### config.mk
export PLATFORM = sky130hd
export DESIGN_NAME = mem_arbiter
export DESIGN_NICKNAME = d
export VERILOG_FILES = /design/src/rtl/mem_arbiter.sv
export SDC_FILE = /design/constraint.sdc
export NUM_CORES = 1
export LEC_CHECK = 0
export CAP_MARGIN = 0
export CORE_AREA = 4 4 289 291
export DETAILED_ROUTE_END_ITERATION = 10
export DIE_AREA = 0 0 293 295
export PLACE_DENSITY_LB_ADDON = 0.05
export SKIP_LAST_GASP = 1
export SYNTH_ARGS = -nofsm -noshare
export SYNTH_HDL_FRONTEND = slang
export SYNTH_SLANG_ARGS = --single-unit
### constraint.sdc
create_clock -name clk_i -period 6.2 [get_ports clk_i]
set_input_delay 1.86 -clock clk_i [delete_from_list [all_inputs] [get_ports clk_i]]
set_output_delay 1.86 -clock clk_i [all_outputs]
set_load 0.1 [all_outputs]
### src/rtl/mem_arbiter.sv
// Round-robin arbiter funnelling several requesters into one pipelined memory port.
// In-order responses are routed back to their issuers through an ID FIFO of issuer indices.
module mem_arbiter #(
  parameter int num_req_p     = 2,
  parameter int width_words_p = 4,
  parameter int max_outst_p   = 4
) (
  input  logic                                        clk_i,
  input  logic                                        reset_i,
  input  logic [num_req_p-1:0]                        req_valid_i,
  output logic [num_req_p-1:0]                        req_ready_o,
  input  logic [num_req_p-1:0]                        req_we_i,
  input  logic [num_req_p-1:0][31:0]                  req_addr_i,
  input  logic [num_req_p-1:0][32*width_words_p-1:0]  req_wdata_i,
  output logic [num_req_p-1:0]                        resp_valid_o,
  output logic [32*width_words_p-1:0]                 resp_data_o,
  output logic                                        mem_valid_o,
  input  logic                                        mem_ready_i,
  output logic                                        mem_we_o,
  output logic [31:0]                                 mem_addr_o,
  output logic [32*width_words_p-1:0]                 mem_wdata_o,
  input  logic                                        mem_valid_i,
  input  logic [32*width_words_p-1:0]                 mem_data_i,
  output logic [$clog2(max_outst_p):0]                outst_o,
  output logic                                        err_o
);

  localparam int IW = $clog2(num_req_p);
  localparam int PW = $clog2(max_outst_p);
  localparam int OW = PW + 1;
  localparam logic [OW-1:0] MAX_OUTST = OW'(max_outst_p);
  localparam logic [IW-1:0] LAST_IDX  = IW'(num_req_p - 1);

  logic [IW-1:0] rr_r;
  logic          lock_r;
  logic [IW-1:0] lock_idx_r;
  logic [OW-1:0] outst_r;
  logic [IW-1:0] fifo_r [max_outst_p];
  logic [PW-1:0] wr_ptr_r;
  logic [PW-1:0] rd_ptr_r;
  logic          err_r;

  logic [IW-1:0] cand_idx_s;
  logic          found_s;
  logic [IW-1:0] grant_idx_s;
  logic          credit_s;
  logic          accept_s;
  logic          fifo_empty_s;
  logic          pop_s;
  logic          stray_s;

  // Round-robin candidate: first valid requester at or after rr_r, wrapping.
  always_comb begin
    int j;
    logic [IW-1:0] idx;
    j          = 0;
    idx        = '0;
    cand_idx_s = rr_r;
    found_s    = 1'b0;
    for (int i = 0; i < num_req_p; i++) begin
      j = int'(rr_r) + i;
      if (j >= num_req_p) begin
        j = j - num_req_p;
      end else begin
        j = j;
      end
      idx = IW'(j);
      if (!found_s && req_valid_i[idx]) begin
        found_s    = 1'b1;
        cand_idx_s = idx;
      end else begin
        found_s    = found_s;
      end
    end
  end

  // Grant and handshake; a stalled grant is held until the memory takes it.
  always_comb begin
    if (lock_r && req_valid_i[lock_idx_r]) begin
      grant_idx_s = lock_idx_r;
    end else begin
      grant_idx_s = cand_idx_s;
    end
    credit_s     = (outst_r < MAX_OUTST);
    mem_valid_o  = ~reset_i & (|req_valid_i) & credit_s;
    mem_we_o     = req_we_i[grant_idx_s];
    mem_addr_o   = req_addr_i[grant_idx_s];
    mem_wdata_o  = req_wdata_i[grant_idx_s];
    accept_s     = mem_valid_o & mem_ready_i;
    if (accept_s) begin
      req_ready_o = num_req_p'(1'b1) << grant_idx_s;
    end else begin
      req_ready_o = '0;
    end
  end

  // Response routing straight from the memory strobe to the FIFO head's owner.
  always_comb begin
    fifo_empty_s = (outst_r == {OW{1'b0}});
    pop_s        = ~reset_i & mem_valid_i & ~fifo_empty_s;
    stray_s      = ~reset_i & mem_valid_i & fifo_empty_s;
    resp_data_o  = mem_data_i;
    if (pop_s) begin
      resp_valid_o = num_req_p'(1'b1) << fifo_r[rd_ptr_r];
    end else begin
      resp_valid_o = '0;
    end
  end

  // State: round-robin pointer, grant lock, ID FIFO, credit counter, sticky error.
  always_ff @(posedge clk_i) begin
    if (reset_i) begin
      rr_r       <= '0;
      lock_r     <= 1'b0;
      lock_idx_r <= '0;
      outst_r    <= '0;
      wr_ptr_r   <= '0;
      rd_ptr_r   <= '0;
      err_r      <= 1'b0;
      for (int i = 0; i < max_outst_p; i++) begin
        fifo_r[i] <= '0;
      end
    end else begin
      if (accept_s) begin
        fifo_r[wr_ptr_r] <= grant_idx_s;
        wr_ptr_r         <= wr_ptr_r + PW'(1'b1);
        rr_r             <= (grant_idx_s == LAST_IDX) ? {IW{1'b0}} : grant_idx_s + IW'(1'b1);
        lock_r           <= 1'b0;
      end else if (mem_valid_o) begin
        lock_r     <= 1'b1;
        lock_idx_r <= grant_idx_s;
      end else begin
        lock_r     <= lock_r;
      end
      if (pop_s) begin
        rd_ptr_r <= rd_ptr_r + PW'(1'b1);
      end else begin
        rd_ptr_r <= rd_ptr_r;
      end
      case ({accept_s, pop_s})
        2'b10:   outst_r <= outst_r + OW'(1'b1);
        2'b01:   outst_r <= outst_r - OW'(1'b1);
        default: outst_r <= outst_r;
      endcase
      if (stray_s) begin
        err_r <= 1'b1;
      end else begin
        err_r <= err_r;
      end
    end
  end

  assign outst_o = outst_r;
  assign err_o   = err_r;

endmodule

# Word level (Yosys, flattened, before mapping)

Memory sizes are Yosys's and may differ from the RTL's. A register that Yosys moved wholly into a read port is not among the register bits.
Cells that the tools add are included.

$add $sub $neg: 8
Magnitude comparators: 7
Equality and inequality tests: 2
Shift operators: 2
Muxes and demuxes: 32
Bitwise logic cells: 9
Reductions and logical operators: 9

Operators by type and width:

| operator                                                          | number |
|---|---|
| 2-to-1 mux 128 bit                                                | 2 |
| 2-to-1 mux 32 bit                                                 | 2 |
| 2-to-1 mux 1 bit                                                  | 22 |
| 2-to-1 mux 2 bit                                                  | 5 |
| less-than comparator 1 x 2 -> 1 bit, second input constant        | 4 |
| bitwise AND 1 bit                                                 | 6 |
| case mux 3 bit (2 select lines)                                   | 1 |
| adder 2 x 1 -> 2 bit, second input constant                       | 2 |
| OR reduction 2 bit                                                | 2 |
| left shift 1 x 1 -> 2 bit, first input constant                   | 2 |
| adder 3 x 1 -> 3 bit, second input constant                       | 1 |
| zero test 3 bit                                                   | 1 |
| less-than comparator 3 bit, second input constant                 | 1 |
| NOT 1 bit                                                         | 3 |
| subtractor 3 x 1 -> 3 bit, second input constant                  | 1 |
| adder 1 x 1 -> 2 bit, second input constant                       | 1 |
| == test 2 x 1 -> 1 bit, second input constant                     | 1 |
| == test 2 bit, second input constant                              | 1 |
| greater-or-equal comparator 1 x 2 -> 1 bit, second input constant | 1 |
| greater-or-equal comparator 2 bit, second input constant          | 1 |
| logical AND 1 bit                                                 | 2 |
| AND reduction 2 bit                                               | 1 |
| nonzero test 2 bit                                                | 1 |
| subtractor 1 bit, second input constant                           | 2 |
| 3 further kinds                                                   | 3 |

Bits in registers: 11
Bits in writable memories: 4
Bits of input ports: 456
Output and inout port bits: 298
Word-level logic and storage cells: 77
Memories kept: 1

Memories:

| memory | depth | width | rd ports | clocked after Yosys merged registers in | write ports | line | source |
|---|---|---|---|---|---|---|---|
| fifo_r | 4     | 1     | 1        | 1                                       | 4           | 38   | `logic [IW-1:0] fifo_r [max_outst_p];` |

# Logic depth before layout (Yosys ltp)

Gate-level depths: netlist (run 1).

Depth in word-level cells: 11
Gate-level depth with buffers: 11
Gate-level depth less buffers: 9

# Least setup slack after synthesis (run 1)

Ideal clock, no wire load.

Kind: input -> output
From: in reset_i
To: out resp_valid_o[0]
Arrival: 3827 ps
Data required time: 4340 ps
Setup slack: 513 ps
Cell stages on the path: 3
Path buffers: 1
Cell sequence: buf_2 > nor3b_1 > nor2b_1

Word-level cells in the longest chain between the ends: 4

Ends and longest elaborated chain:

| what                           | line | source |
|---|---|---|
| start: declaration             | 9    | `input logic reset_i,` |
| NOT 1 bit                      | 100  | `pop_s = ~reset_i & mem_valid_i & ~fifo_empty_s;` |
| bitwise AND 1 bit (2 in a row) | 100  |  |
| net pop_s                      | 49   | `logic pop_s;` |
| 2-to-1 mux 2 bit               | 103  | `if (pop_s) begin` |
| end: declaration               | 15   | `output logic [num_req_p-1:0] resp_valid_o,` |

The timed path passes the listed nets, and every way through them passes these cells.

# Worst setup path in the final report (run 1)

From: in req_valid_i[0]
To: out mem_addr_o[3]

Word-level cells in the longest chain between the ends: 9
Elaborated cells on any way between the ends: 15
Classes of those cells: mux (12); reduce/logical (3)

Ends and longest elaborated chain:

| what                                                     | line | source |
|---|---|---|
| start: declaration                                       | 10   | `input logic [num_req_p-1:0] req_valid_i,` |
| 2-to-1 mux 1 bit (not written as such) (2 in a row)      | 68   | `if (!found_s && req_valid_i[idx]) begin` |
| 2-to-1 mux 1 bit                                         | 68   |  |
| zero test 1 bit                                          | 68   |  |
| logical AND 1 bit                                        | 68   |  |
| 2-to-1 mux 1 bit                                         | 68   |  |
| 2-to-1 mux 1 bit (*)                                     | 79   | `if (lock_r && req_valid_i[lock_idx_r]) begin` |
| 2-to-1 mux 32 bit (not written as such) (*) (2 in a row) | 87   | `mem_addr_o = req_addr_i[grant_idx_s];` |
| end: declaration                                         | 20   | `output logic [31:0] mem_addr_o,` |

Mark *: on every way between the ends. The rest lies on a longest branch, timed or not. The select of a mux whose other input is x is not followed.

==> impl_metrics.ini, run 1 <==
[cts]
cts_root_buf = clkbuf_16
cts_buffer_depth = 2
htreeDepth = 1
post-cts-setup-buffer-count = 0
cts_hold_buf = 0
worstSkewPairLatency_ns = 0.25
clkSlewWorstSetupHoldPaths_ns = 0.06
cts_buffers = 3
cts_tree = yes
post_cts_resized = 0
numClockSinks = 17

[worst_setup_path]
crit_top_cell = buf_12
cp_slowest_cell = clkdlybuf4s50_1
path_class = in2out
end_kind = primary output
worst_setup_path_start_kind = input port
path_cells = clkdlybuf4s50_1, nand2b_1, a21oi_2, a21o_4, buf_12, buf_12, mux2_4, buf_12
crit_required_ns = 4.34
crit_fanout = 21
arrival_ns = 3.95
r2r_cells = 8
max_stage_delay_ns = 0.57

[sta]
fin_hold_ws_ns = 0.470
period_minus_slack_ns = 5.81
finalCritPeriodShare = 0.936
worstMarginPinSlew_ns = 0.969
setup_ws_ns = 0.395
hold_violations = 0
slew_headroom = 0.352
fin_skew_ns = 0.00199
grt_setup_unrepaired = false
finalSetupViolations = 0
fmax_ghz = 0.172
finalSetupTns_ns = 0
drv_slew = 0

[global_routing]
track_usage = 0.0820
grt_pass1_wl_um = 47900
grt_antenna_before_repair = 21
gr-total-overflow = 0
grt_max_degree = 23
first_global_vias = 4716

[synth]
ys.flop_type = dfxtp_1
synthMuxAreaShare = 0.553
synth_compound_area_frac = 0.0242
synth-edff-count = 4
synth_top_family_by_area = multiplexers
yosys_warnings = 0
syn_avg_cell_area_um2 = 11.2
mappedNetlistNets = 850
synthesis.area_mm2 = 0.00440
netlist_instances = 392
ys_seq_elements = 17
ys_types = 39
yosys.area_share.simple = 0.0361
synth_fa_ha_area_frac = 0.00739
synth-seq-area-share = 0.0864
synth_xor_area_frac = 0.00995
async_reset_ff_frac = 0

[status]
status = complete, no violations

[final_layout]
fillerInstances = 8978
fin_area_mm2 = 0.0115
mostFrequentLayoutCell = clkdlybuf4s50_1
fin_cells = 1825
area_growth_pct = 160
drive_gt1_frac = 0.464
layout_common_cells = clkdlybuf4s50_1, buf_12, mux2_4
nNetsFinal = 1217
fin_util = 0.142

[pwr]
power_mw = 2.23
powerDensity_mw_per_mm2 = 194
p_clk_frac = 0.060
power_leakage_nw = 4.71
power_frac_comb = 0.884
vdd_drop_max_v = 0.000106
p_seq_frac = 0.057
p_sw_frac = 0.538
intPower_mw = 1.03
p_switching_mw = 1.20

[die]
coreArea_mm2 = 0.0805
die_w_um = 293
initial_utilization = 0.0546
row_count = 104
ios = 754
die_area_mm2 = 0.0864
die_h_um = 295

[drt]
viasPerCell = 2.40
initialDrtViolationCount = 75
wl_per_cell_um = 21.3
postRouteWirelength_um = 38800
drc_errors = 0
vias = 4386
postRouteAntennaNets = 0
drtPass1Iterations = 3

[placed_design]
io_buffers = 497
gp_congestion = 0.687
hpwl_um = 36200
dp_cells = 1814
place_area_mm2 = 0.0114
pre_cts_slack_ns = 0.362

[hold_path]
hold_class = reg2reg
hold_depth = 1

[run]
drv_cap = 0
critical path: cells and delay by family:
| family | cells | cell delay (ns) |
|---|---|---|
| simple gates | 1 | 0.10 |
| compound gates | 2 | 0.38 |
| buf+inv | 4 | 1.19 |
| mux | 1 | 0.34 |
cells in the mapped netlist (2+ instances only):
master | number | area, µm²
xnor2_1 | 2 | 17.5
mux2_2 | 4 | 45.0
xor2_1 | 3 | 26.3
buf_8 | 10 | 150
and3_1 | 2 | 12.5
buf_6 | 8 | 90.1
mux2_4 | 157 | 2360
inv_1 | 6 | 22.5
dfxtp_1 | 13 | 260
and2_1 | 2 | 12.5
nor2_1 | 14 | 52.6
buf_2 | 2 | 10.0
a21oi_1 | 5 | 25.0
nor3_1 | 3 | 15.0
a211oi_1 | 2 | 15.0
edfxtp_1 | 4 | 120
nand2_1 | 2 | 7.51
buf_4 | 128 | 961
nand2b_1 | 2 | 12.5
o21ai_0 | 3 | 15.0
clkbuf_1 | 2 | 7.51
worst paths after layout:
check | start | to | slack (ns)
max | req_valid_i[0] | mem_addr_o[3] | 0.39
min | rd_ptr_r[1]$_SDFFE_PP0P_ | rd_ptr_r[1]$_SDFFE_PP0P_ | 0.47
max reg2reg | outst_o[2]$_SDFFE_PP0P_ | outst_o[2]$_SDFFE_PP0P_ | 3.93
min reg2reg | rd_ptr_r[1]$_SDFFE_PP0P_ | rd_ptr_r[1]$_SDFFE_PP0P_ | 0.47
power by group through the flow:
stage	sequential, mW	combinational (mW)	clock, mW
after floorplan	0.144	1.55	0
after global placement	0.129	2.01	0
after detailed placement	0.129	2.00	0
after CTS	0.126	2.00	0.140
after global routing	0.127	2.03	0.144
final	0.126	1.97	0.133
routing by layer:
layer / wire length (µm) / vias up / global-route usage
met5: 437 / - / 0.0260
met4: 488 / 26 / 0.00891
met3: 7100 / 52 / 0.0693
met2: 17200 / 452 / 0.129
met1: 13600 / 1885 / 0.0852
li1: - / 1971 / -
kinds of logic after synthesis:
kind of cell | Yosys count
AOI/OAI and AO/OA | 16
buffers and inverters | 157
and+or+nand+nor | 32
adders and majority gates | 2
DFF | 17
muxes | 163
xor gates and xnor gates | 5
layout make-up:
| type | count | area, µm² | share of cell area |
|---|---|---|---|
| Antenna cell | 7 | 17.5 | 0.00153 |
| Clock buffer | 3 | 75.1 | 0.00655 |
| Clock inverter | 1 | 5.00 | 0.000437 |
| Inverter | 7 | 26.3 | 0.00229 |
| Multi-Input combinational cell | 218 | 2780 | 0.243 |
| Sequential cell | 17 | 380 | 0.0332 |
| Tap cell | 1060 | 1330 | 0.116 |
| Timing Repair Buffer | 512 | 6850 | 0.598 |
Note: power is estimated with default switching activity, not from simulation.
==> run 2, diff against run 1 <==
- ABC_CLOCK_PERIOD_IN_PS: not set -> 6200
- CTS_BUF_LIST: not set -> sky130_fd_sc_hd__clkbuf_4
==> run 2 against run 1 <==
Clock skew is 0.014 ns higher. Critical path depth stayed put. Flip-flop and latch count stayed put. Largest cell class unchanged. Die area stayed put. Power is 3.0% lower.
==> impl_metrics.ini, run 2 (synthesized netlist as in run 1, its figures left out) <==
[cts]
cts_tree = yes
cts_root_buf = clkbuf_4
cts_buffer_depth = 2
worstSkewPairLatency_ns = 0.31
numClockSinks = 17
htreeDepth = 1
clkSlewWorstSetupHoldPaths_ns = 0.13
cts_hold_buf = 0
cts_buffers = 3
post-cts-setup-buffer-count = 0
post_cts_resized = 0

[run]
drv_cap = 0

[sta]
drv_slew = 0
slew_headroom = 0.352
finalCritPeriodShare = 0.937
finalSetupViolations = 0
fin_hold_ws_ns = 0.479
fin_skew_ns = 0.0162
hold_violations = 0
worstMarginPinSlew_ns = 0.969
period_minus_slack_ns = 5.81
grt_setup_unrepaired = false
setup_ws_ns = 0.394
finalSetupTns_ns = 0
fmax_ghz = 0.172

[drt]
wl_per_cell_um = 21.3
postRouteWirelength_um = 38800
viasPerCell = 2.40
vias = 4386
postRouteAntennaNets = 0
initialDrtViolationCount = 80
drtPass1Iterations = 3
drc_errors = 0

[worst_setup_path]
cp_top_family = buffers and inverters
crit_required_ns = 4.34
end_kind = primary output
r2r_cells = 8
critPathBufInv = 4
arrival_ns = 3.95
crit_top_cell = buf_12
worst_setup_path_start_kind = input port
path_cells = clkdlybuf4s50_1, nand2b_1, a21oi_2, a21o_4, buf_12, buf_12, mux2_4, buf_12
path_class = in2out
cp_slowest_cell = clkdlybuf4s50_1
cp.depth = 8
crit_fanout = 21
max_stage_delay_ns = 0.57

[pwr]
vdd_drop_max_v = 0.0000692
p_seq_frac = 0.058
p_switching_mw = 1.19
power_mw = 2.16
powerDensity_mw_per_mm2 = 189
power_leakage_nw = 4.69
p_sw_frac = 0.552
power_frac_comb = 0.911
intPower_mw = 0.967
p_clk_frac = 0.031

[status]
status = complete, no violations

[final_layout]
fin_area_mm2 = 0.0114
fin_cells = 1825
nNetsFinal = 1217
drive_gt1_frac = 0.464
layout_common_cells = clkdlybuf4s50_1, buf_12, mux2_4
area_growth_pct = 159
fillerInstances = 8983
mostFrequentLayoutCell = clkdlybuf4s50_1
fin_util = 0.142

[die]
row_count = 104
die_area_mm2 = 0.0864
die_h_um = 295
coreArea_mm2 = 0.0805
die_w_um = 293
ios = 754
initial_utilization = 0.0546

[placed_design]
place_area_mm2 = 0.0114
hpwl_um = 36200
gp_congestion = 0.687
dp_cells = 1814
pre_cts_slack_ns = 0.362
io_buffers = 497

[global_routing]
track_usage = 0.0820
grt_pass1_wl_um = 47900
first_global_vias = 4718
gr-total-overflow = 0
grt_max_degree = 23
grt_antenna_before_repair = 21

[hold_path]
hold_depth = 1
hold_class = reg2reg
==> run 2: cell type report <==
class                           count  area (µm²)  area share
Clock inverter                      1        5.00    0.000439
Clock buffer                        3        22.5     0.00197
Antenna cell                        7        17.5     0.00154
Tap cell                         1060        1330       0.116
Multi-Input combinational cell    218        2780       0.244
Timing Repair Buffer              512        6850       0.600
Sequential cell                    17         380      0.0333
Inverter                            7        26.3     0.00230
==> run 2: metal layers <==
metal / share of wire / global-route usage / vias to the layer above
met1: 0.35 / 0.0852 / 1888
met5: 0.011 / 0.0260 / -
li1: - / - / 1970
met4: 0.012 / 0.00891 / 26
met2: 0.44 / 0.129 / 450
met3: 0.18 / 0.0693 / 52
==> run 2: power by group through the flow <==
stage	clock network [mW]	registers, mW	logic (mW)
final	0.0660	0.126	1.97
after global routing	0.0754	0.127	2.03
after CTS	0.0714	0.126	2.00
after detailed placement	0	0.129	2.00
after global placement	0	0.129	2.01
after floorplan	0	0.144	1.55
==> run 2: worst reg2reg max path, cell delays in order, from the launching register on <==
cell and delay [ns]:
dfxtp_1 0.42, nor3_1 0.10, nor3b_1 0.38, ha_1 0.28, inv_1 0.06, fa_1 0.37, xor2_1 0.16, or3_1 0.31
a21oi_1 0.14
==> run 2: worst paths after layout <==
| check | slack (ns) | start | to |
|---|---|---|---|
| setup / recovery | 0.39 | req_valid_i[0] | mem_addr_o[3] |
| hold / removal | 0.48 | rd_ptr_r[1]$_SDFFE_PP0P_ | rd_ptr_r[1]$_SDFFE_PP0P_ |
| setup reg to reg | 3.92 | outst_o[2]$_SDFFE_PP0P_ | outst_o[2]$_SDFFE_PP0P_ |
| hold reg to reg | 0.48 | rd_ptr_r[1]$_SDFFE_PP0P_ | rd_ptr_r[1]$_SDFFE_PP0P_ |
